$ cat src/rtl/down_count_timer.sv
// Loadable down-counter/timer with one-cycle terminal-count pulse and
// optional auto-reload for periodic ticks. Sits beside the up-counter in
// the top-level wrapper; all outputs come straight from registers.
module down_count_timer #(
    parameter int WIDTH = 8
) (
    input  logic             clk,
    input  logic             reset,
    input  logic             load,
    input  logic [WIDTH-1:0] base,
    input  logic             en,
    input  logic             auto_reload,
    output logic [WIDTH-1:0] count,
    output logic             tc,
    output logic             busy
);

    typedef enum logic {
        IDLE = 1'b0,
        RUN  = 1'b1
    } state_t;

    localparam logic [WIDTH-1:0] ZERO = '0;
    localparam logic [WIDTH-1:0] ONE  = {{(WIDTH-1){1'b0}}, 1'b1};

    state_t           state_q, state_d;
    logic [WIDTH-1:0] count_q, count_d;
    logic [WIDTH-1:0] reload_q, reload_d;
    logic             tc_q, tc_d;

    // Next-state: load outranks decrement; tc is only raised on a genuine expiry.
    always_comb begin
        state_d  = state_q;
        count_d  = count_q;
        reload_d = reload_q;
        tc_d     = 1'b0;

        if (load) begin
            // A zero base leaves nothing to count, so stay idle with no pulse.
            count_d  = base;
            reload_d = base;
            state_d  = (base != ZERO) ? RUN : IDLE;
        end else if (state_q == RUN && en) begin
            if (count_q > ONE) begin
                count_d = count_q - ONE;
            end else begin
                // Expiry: count is 1 here (RUN always holds a non-zero value).
                tc_d = 1'b1;
                if (auto_reload) begin
                    count_d = reload_q;
                end else begin
                    count_d = ZERO;
                    state_d = IDLE;
                end
            end
        end
    end

    // State registers with synchronous active-high reset.
    always_ff @(posedge clk) begin
        if (reset) begin
            state_q  <= IDLE;
            count_q  <= ZERO;
            reload_q <= ZERO;
            tc_q     <= 1'b0;
        end else begin
            state_q  <= state_d;
            count_q  <= count_d;
            reload_q <= reload_d;
            tc_q     <= tc_d;
        end
    end

    assign count = count_q;
    assign tc    = tc_q;
    assign busy  = (state_q == RUN);

endmodule
$ cat config.mk
export PLATFORM = sky130hd
export DESIGN_NAME = down_count_timer
export DESIGN_NICKNAME = d
export VERILOG_FILES = /design/src/rtl/down_count_timer.sv
export SDC_FILE = /design/constraint.sdc
export NUM_CORES = 1
export LEC_CHECK = 0
export BUFFER_PORTS_ARGS = -buffer_cell sky130_fd_sc_hd__buf_4
export CORE_UTILIZATION = 47
export CTS_CLUSTER_SIZE = 25
export DETAILED_ROUTE_END_ITERATION = 7
export PLACE_DENSITY = 0.74
export SLEW_MARGIN = 10
export SYNTH_ARGS = -nofsm -noshare
export SYNTH_HDL_FRONTEND = slang
export SYNTH_SLANG_ARGS = --single-unit
$ cat constraint.sdc
create_clock -name clk -period 1.65 [get_ports clk]
set_input_delay 0.2475 -clock clk [delete_from_list [all_inputs] [get_ports clk]]
set_output_delay 0.2475 -clock clk [all_outputs]
set_load 0.01 [all_outputs]
After elaboration in Yosys (flattened, before gate mapping) --
Index checks and enable logic that the tools add are counted.
Storage, ports and cells: bits in registers 18, latch bits 0, memory bits (writable) 0, ROM bits 0, input bits 13, output and inout port bits 10, word-level logic and storage cells 24, memories 0
Cells by class: add/sub/neg operators 1, $mul 0, divide/modulo/power cells 0, magnitude comparators 1, eq/ne operators 2, shift operators 0, muxes and demuxes 10, bitwise gates (word level) 1, reduce and logical (&&, ||, !) cells 5
Operators by type and width (number):
- 2-to-1 mux 8 bit | 4
- greater-than comparator 8 x 1 -> 1 bit (second input constant) | 1
- nonzero test 8 bit | 1
- subtractor 8 x 1 -> 8 bit (second input constant) | 1
- 2-to-1 mux 1 bit | 6
- inequality test 2 bit (second input constant) | 2
- AND reduction 3 bit | 1
- OR reduction 3 bit | 1
- nonzero test 2 bit | 1
- logical AND 1 bit | 1
- NOT 1 bit | 1

Longest topological paths before layout --
Gate-level depths: netlist (run 1).
depth in word-level cells 4, mapped depth 7, depth with buffers taken out 6

Worst setup path after synthesis (run 1) --
Ideal clock, no wire load.
kind register to register, start register count_q[3], in the netlist count[3], end register count_q[5], in the netlist count[5], data arrival time 1698 ps, required time 1528 ps, slack -169 ps, stages on the path, launching flop included 6, buffers on the path 1, period minus slack after synthesis 1819 ps, path through dfxtp_1 -> or4_4 -> nor4_4 -> buf_6 -> nor2_2 -> a221o_1
Between the ends: cells in the longest elaborated chain, start to end 4
RTL lines:
- from (decl) | RTL line 27 | logic [WIDTH-1:0] count_q, count_d;
- from (signal assigned) | RTL line 68 | count_q <= count_d;
- subtractor 8 x 1 -> 8 bit / greater-than comparator 8 x 1 -> 1 bit (equally long branches) | RTL line 45, 44
- 2-to-1 mux 8 bit (*) | RTL line 44 | if (count_q > ONE) begin
- 2-to-1 mux 8 bit (*) | RTL line 43 | end else if (state_q == RUN && en) begin
- 2-to-1 mux 8 bit (*) | RTL line 38 | if (load) begin
Mark *: on every way between the ends. The rest lies on a longest branch, timed or not. The select of a mux whose other input is x is not followed. A chain may end at the register's enable or synchronous reset.

Final worst setup path (run 1) --
Ends and elaborated chain as after synthesis.

==> results of run 1 <==
## what timing repair did
item,in CTS,in global routing
endpoints found under the setup margin,7,8
setup buffers,1,0
resized for setup,3,3
## sequential cells by signal (all words and copies together), names as in the netlist
name,cells
busy,1
tc,1
reload_q,8
count,8
## stage by stage
step	setup TNS [ns]	setup WS (ns)	instance area [um2]
5_1_grt	-1.11	-0.192	1320
3_3_place_gp	-0.113	-0.0498	1250
2_1_floorplan	-0.0990	-0.0430	1010
6_report	-0.644	-0.118	1320
4_1_cts	-0.605	-0.121	1310
3_5_place_dp	-0.395	-0.124	1250
## routing by layer
metal	part of all wire	vias to the layer above	GRT usage
li1	-	477	-
met1	0.46	462	0.339
met2	0.48	36	0.371
met3	0.053	5	0.0370
met4	0.0097	0	0.100
met5	0	-	0
## kinds of logic (layout without fill, tap and decap cells)
logic type / Yosys count / in the layout / share of synthesized area
AO/OA/AOI/OAI: 27 / 27 / 0.211
XOR/XNOR: 4 / 4 / 0.0348
adder cells (fa/ha/maj): 2 / 2 / 0.0249
buffers and inverters: 13 / 44 / 0.0585
flip-flops: 18 / 18 / 0.358
multiplexers: 11 / 11 / 0.111
AND/OR/NAND/NOR: 37 / 37 / 0.201
## placed cells by master, fill, tap and decap left out, drive strengths merged, types with 3 or more instances in the layout
cell    instances
buf            34
dfxtp          18
nor2           15
mux2i          10
inv             6
nand2           6
a22oi           5
a21oi           4
nor4            4
clkbuf          4
nor3            3
xnor2           3
## area by class of cell
class                   instances  area (um2)  share of cell area
multi-input cells              81         603               0.457
flip-flops and latches         18         365               0.277
repair buffers                 34         259               0.196
clock buffers                   4        36.3              0.0275
well taps                      27        33.8              0.0256
inverters                       6        22.5              0.0171
## power breakdown
| group | switching [uW] | leakage [uW] | internal (uW) |
|---|---|---|---|
| clock network | 141 | 0.0000210 | 134 |
| logic | 156 | 0.000408 | 175 |
| registers | 26.7 | 0.000150 | 463 |
| total | 323 | 0.000579 | 772 |
## path summary, 6_finish.rpt
check	from	end	slack, ns
hold / removal	base[1]	reload_q[1]$_SDFFE_PP0P_	0.20
hold reg to reg	reload_q[4]$_SDFFE_PP0P_	reload_q[4]$_SDFFE_PP0P_	0.51
setup / recovery	count[3]$_SDFFE_PP0P_	count[5]$_SDFFE_PP0P_	-0.12
setup reg to reg	count[3]$_SDFFE_PP0P_	count[5]$_SDFFE_PP0P_	-0.12
## worst min-delay path: cells and delay by family
family / cells / cell delay (ns)
multiplexers: 1 / 0.06
buffers and inverters: 1 / 0.09
AND/OR/NAND/NOR: 1 / 0.07
==> load_flow_metrics.sql, run 1 <==
INSERT INTO impl_metrics (metric_group, metric, value, unit) VALUES
('setup_path', 'critical_path.max_fanout', '9', ''),
('placement', 'cell_count_post_placement', '165', ''),
('global_route', 'global_route.overflow_total', '0', ''),
('setup_path', 'critical_path_capture_point_type', 'flop', ''),
('yosys', 'synth_commonest_cells', 'dfxtp_1 (18), nor2_1 (14), mux2i_1 (10)', ''),
('timing', 'final_setup_violations', '7', ''),
('setup_path', 'critical_path_s_top_delay_family', 'simple AND/OR/NAND/NOR gates', ''),
('setup_path', 'critPathLaunchType', 'flop', ''),
('global_route', 'total_routing_usage_reported_by_global_routing', '0.243', ''),
('clock_network', 'cts-root-to-sink-buffers', '2', ''),
('timing', 'rsz0062_at_grt', 'true', ''),
('setup_path', 'timing.setup.critical_path_class', 'reg -> reg', ''),
('timing', 'maxSlewHeadroom', '0.688', ''),
('die', 'fp.dieArea', '2330', 'um2'),
('yosys', 'dominant_synthesized_flop_cell', 'dfxtp_1', ''),
('timing', 'max_freq', '0.566', 'GHz'),
('placement', 'routabilityCongestion', '0.871', ''),
('global_route', 'grt_pass1_wl', '3950', 'um'),
('outcome', 'failing_checks', 'setup timing', ''),
('placement', 'buffer_ports.inserted', '22', ''),
('yosys', 'synth_edf_count', '0', ''),
('pwr', 'power_density', '830', 'nW/um2'),
('setup_path', 'critical-path-max-stage-delay', '0.55', 'ns'),
('clock_network', 'clk_root_buffer_cell', 'clkbuf_4', ''),
('yosys', 'asyncSetResetFlopFracSynth', '0', ''),
('yosys', 'synth_cells', '112', ''),
('yosys', 'synth_cell_types', '40', ''),
('timing', 'minimum_clock_period', '1.77', 'ns'),
('route', 'vias_per_cell', '5.76', ''),
('setup_path', 'worstRegToRegCells', '5', ''),
('clock_network', 'cts_htree_levels', '1', ''),
('timing', 'final_critical_path_setup_slack', '-0.118', 'ns'),
('timing', 'hold-worst-slack', '0.204', 'ns'),
('finish', 'layout.core_utilization', '0.666', ''),
('route', 'drcViolationCount', '0', ''),
('route', 'totalWireLength', '2580', 'um'),
('yosys', 'syn_nets', '127', ''),
('setup_path', 'worstPathRequired', '1.84', 'ns'),
('yosys', 'ys_seq_elements', '18', ''),
('clock_network', 'clock_latency', '0.29', 'ns'),
('yosys', 'synth_top_cells_by_area', 'dfxtp_1 (36%), mux2i_1 (10%), nor2_1 (5.2%)', ''),
('timing', 'setup_clock_skew_after_layout', '0.00112', 'ns'),
('clock_network', 'postCtsHoldBufs', '0', ''),
('timing', 'slew_of_the_pin_with_the_lowest_slew_margin', '0.465', 'ns'),
('finish', 'instances_no_fill', '170', ''),
('route', 'routedWlPerCell', '15.2', 'um'),
('yosys', 'yosys.cell_count.top_type', 'dfxtp_1', ''),
('yosys', 'post_synth.cell_area_avg', '8.98', 'um2'),
('hold_path', 'worst_hold_path_type', 'in -> reg', ''),
('route', 'antenna_violating_nets_post_route', '0', ''),
('run', 'max_cap_viol_count', '0', ''),
('timing', 'finalHoldViolCount', '0', ''),
('finish', 'n_antenna_cell', '0', ''),
('finish', 'drive_gt1_frac', '0.357', ''),
('timing', 'report.final.slew_viol_count', '0', ''),
('placement', 'dp_hpwl', '1870', 'um'),
('yosys', 'synth.yosys.warnings', '0', ''),
('die', 'fp-row-count', '16', ''),
('die', 'start_util', '0.508', ''),
('yosys', 'seq_area_frac_synth', '0.358', ''),
('global_route', 'largest_net_degree_at_the_start_of_global_routing', '25', ''),
('setup_path', 'cp_num_buf_inv', '1', ''),
('pwr', 'power_total', '1100', 'uW'),
('finish', 'syn2layout_area_growth', '31.2', '%'),
('yosys', 'netlist.top_cell.by_area', 'dfxtp_1', ''),
('outcome', 'run_status', 'finished with violations', ''),
('finish', 'nFillCells', '168', ''),
('clock_network', 'clock-sinks', '18', ''),
('setup_path', 'worst-path-stages', '5', ''),
('setup_path', 'crit_chain', 'or4_4 > nor4_4 > buf_4 > nor2_2 > a221o_1', ''),
('hold_path', 'number_of_cells_traversed_by_the_worst_hold_path', '3', '');
No activity file was read; power rests on OpenSTA's default activity.
==> run 2: changes to the inputs <==
- ABC_AREA: not set -> 1
- CORE_UTILIZATION: 47 -> 48
==> run 2 against run 1 <==
Against the previous run:
- the run now ends clean
- clock skew about the same
- routed wire length is 2.1% higher
- cell count increased by 25%
- clock power increased by 4%
- sequential cell count is the same
- core utilization shrank 2.8 points
- non-clock buffer count decreased by 11
- register-to-register slack better by 0.25 ns
- largest power group unchanged
==> load_flow_metrics.sql, run 2 <==
INSERT INTO impl_metrics (metric_group, metric, value, unit) VALUES
('clock_network', 'clk_root_buffer_cell', 'clkbuf_4', ''),
('yosys', 'synth_area', '1100', 'um2'),
('finish', 'drive_gt1_frac', '0.254', ''),
('die', 'die_h', '49.9', 'um'),
('clock_network', 'clock_latency', '0.30', 'ns'),
('pwr', 'power.combinational.fraction', '0.293', ''),
('finish', 'n_antenna_cell', '0', ''),
('clock_network', 'tritoncts.num_buffers', '3', ''),
('pwr', 'p_leak', '0.000629', 'uW'),
('timing', 'report.final.slew_viol_count', '0', ''),
('timing', 'setup_tns', '0', 'ns'),
('global_route', 'largest_net_degree_at_the_start_of_global_routing', '18', ''),
('die', 'chipWidth', '49.9', 'um'),
('yosys', 'asyncSetResetFlopFracSynth', '0', ''),
('global_route', 'total_routing_usage_reported_by_global_routing', '0.237', ''),
('finish', 'layout_common_cells', 'nand2_1 (41), buf_4 (23), inv_1 (21), dfxtp_1 (18), nand3_1 (15)', ''),
('run', 'max_cap_viol_count', '0', ''),
('pwr', 'power_report.internal_total', '725', 'uW'),
('yosys', 'synth_edf_count', '0', ''),
('clock_network', 'postCtsHoldBufs', '0', ''),
('route', 'totalWireLength', '2630', 'um'),
('yosys', 'synth.yosys.warnings', '0', ''),
('yosys', 'synth_cell_types', '25', ''),
('clock_network', 'clkTransAtPathRegs', '0.11', 'ns'),
('setup_path', 'setup.reg_to_reg.worst_slack', '0.13', 'ns'),
('clock_network', 'post-cts-setup-buffers', '0', ''),
('pwr', 'power.clock.fraction', '0.259', ''),
('timing', 'finalHoldViolCount', '0', ''),
('timing', 'minimum_clock_period', '1.52', 'ns'),
('placement', 'dpl_cell_area', '1280', 'um2'),
('clock_network', 'tritoncts_clock_tree', 'done', ''),
('route', 'vias_per_cell', '5.25', ''),
('global_route', 'global_route.overflow_total', '0', ''),
('clock_network', 'clock-sinks', '18', ''),
('timing', 'period_share', '0.921', ''),
('route', 'dr_wl_met3', '170', 'um'),
('clock_network', 'cts-resized-gates', '0', ''),
('global_route', 'grt_antenna_before_repair', '0', ''),
('clock_network', 'cts_htree_levels', '1', ''),
('timing', 'max_freq', '0.658', 'GHz'),
('placement', 'buffer_ports.inserted', '22', ''),
('setup_path', 'critical_path.max_fanout', '7', ''),
('outcome', 'run_status', 'finished clean', ''),
('timing', 'final_setup_violations', '0', ''),
('timing', 'maxSlewHeadroom', '0.803', ''),
('route', 'drt-initial-drc-count', '24', ''),
('pwr', 'worst_ir_drop_vdd', '0.000561', 'V'),
('placement', 'routabilityCongestion', '0.868', ''),
('yosys', 'synth_top_area_share', '0.327', ''),
('pwr', 'power_density', '835', 'nW/um2'),
('route', 'antenna_violating_nets_post_route', '0', ''),
('yosys', 'yosys.cell_count.top_type', 'nand2_1', ''),
('finish', 'nFillCells', '192', ''),
('yosys', 'synth_cells', '162', ''),
('yosys', 'netlist.top_cell.by_area', 'dfxtp_1', ''),
('setup_path', 'critical_path_capture_point_type', 'flop', ''),
('yosys', 'dominant_synthesized_flop_cell', 'dfxtp_1', ''),
('finish', 'final_instance_area', '1320', 'um2'),
('setup_path', 'critPathLaunchType', 'flop', ''),
('route', 'route.met2.wl', '1190', 'um'),
('finish', 'final_common_cell', 'nand2_1', ''),
('yosys', 'post_synth.cell_area_avg', '6.80', 'um2'),
('hold_path', 'worst_hold_path_type', 'in -> reg', ''),
('route', 'drcViolationCount', '0', ''),
('route', 'dr_total_vias', '1112', ''),
('clock_network', 'cts-root-to-sink-buffers', '2', ''),
('die', 'fp.dieArea', '2490', 'um2'),
('die', 'core_area', '2060', 'um2'),
('timing', 'setup_clock_skew_after_layout', '0.00139', 'ns'),
('die', 'fp-row-count', '16', ''),
('die', 'num_io_pins', '23', ''),
('finish', 'syn2layout_area_growth', '19.4', '%'),
('pwr', 'net-switching-power', '374', 'uW'),
('route', 'routedWlPerCell', '12.4', 'um'),
('yosys', 'ys_seq_elements', '18', ''),
('setup_path', 'worst_ep_arrival_time', '1.72', 'ns'),
('route', 'dr.pass1.iters', '4', ''),
('global_route', 'grt_pass1_vias', '1044', ''),
('pwr', 'power.share.switching', '0.341', ''),
('finish', 'design.final.nets', '201', ''),
('route', 'top_layer_used', 'met4', ''),
('placement', 'dp_hpwl', '2080', 'um'),
('route', 'detail_route.wirelength.met1', '1240', 'um'),
('global_route', 'grt_pass1_wl', '4510', 'um'),
('yosys', 'synth_top_cells_by_area', 'dfxtp_1 (33%), nand2_1 (14%), inv_1 (7.2%)', ''),
('yosys', 'synth_commonest_cells', 'nand2_1 (41), inv_1 (21), dfxtp_1 (18)', ''),
('yosys', 'syn_nets', '177', ''),
('setup_path', 'timing.setup.critical_path_class', 'reg -> reg', ''),
('yosys', 'seq_area_frac_synth', '0.327', ''),
('die', 'start_util', '0.535', ''),
('pwr', 'share_seq_of_total_power', '0.448', ''),
('timing', 'slew_of_the_pin_with_the_lowest_slew_margin', '0.295', 'ns'),
('timing', 'rsz0062_at_grt', 'false', ''),
('setup_path', 'worstPathRequired', '1.85', 'ns');
## run 2: path summary, 6_finish.rpt
kind                       startpoint                       end  cells past startpoint
max             count[0]$_SDFFE_PP0P_     count[5]$_SDFFE_PP0P_                     10
min                           base[7]  reload_q[7]$_SDFFE_PP0P_                      3
max reg2reg     count[0]$_SDFFE_PP0P_     count[5]$_SDFFE_PP0P_                     10
min reg2reg  reload_q[7]$_SDFFE_PP0P_  reload_q[7]$_SDFFE_PP0P_                      2
## run 2: cell type report
cell class	instances	area, um2	area share
Multi-Input combinational cell	116	621	0.471
Sequential cell	18	360	0.274
Timing Repair Buffer	23	173	0.131
Inverter	24	92.6	0.0703
Clock buffer	4	36.3	0.0276
Tap cell	27	33.8	0.0257
## run 2: worst max-delay path: stages (launching register included)
cell and delay [ns]:
dfxtp_1 0.43, inv_1 0.11, ha_1 0.23, inv_1 0.09, nand2_2 0.08, nand2_4 0.09, nor2_8 0.05, inv_4 0.07
nand3_1 0.08, a21oi_1 0.15, nor2_1 0.05
## run 2: per-layer routing
metal | vias to the layer above | track usage
li1 | 567 | -
met1 | 492 | 0.311
met2 | 47 | 0.394
met3 | 6 | 0.0401
met4 | 0 | 0.0667
met5 | - | 0
## run 2: kinds of logic after synthesis
family          count (synthesis)  share of synthesized area
simple gates                   82                      0.376
buf+inv                        28                      0.110
flops                          18                      0.327
fa+ha+maj                       2                     0.0227
compound gates                 32                      0.165
## run 2: through the flow
stage | hold slack [ns] | total power, uW | setup WS (ns) | cells | util
6_report | 0.238 | 1100 | 0.130 | 212 | 0.638
5_1_grt | 0.249 | 1160 | 0.00588 | 212 | 0.638
4_1_cts | 0.239 | 1100 | 0.131 | 212 | 0.638
3_5_place_dp | 0.462 | 823 | 0.149 | 208 | 0.621
3_3_place_gp | 0.453 | 816 | 0.229 | 208 | 0.621
2_1_floorplan | 0.404 | 726 | 0.246 | 162 | -
## run 2: power by group through the flow
| stage | logic (uW) | registers (uW) | clock network, uW |
|---|---|---|---|
| floorplan | 224 | 502 | 0 |
| global placement | 316 | 500 | 0 |
| detailed placement | 322 | 502 | 0 |
| CTS | 323 | 492 | 282 |
| global route | 361 | 496 | 306 |
| finish | 322 | 492 | 285 |
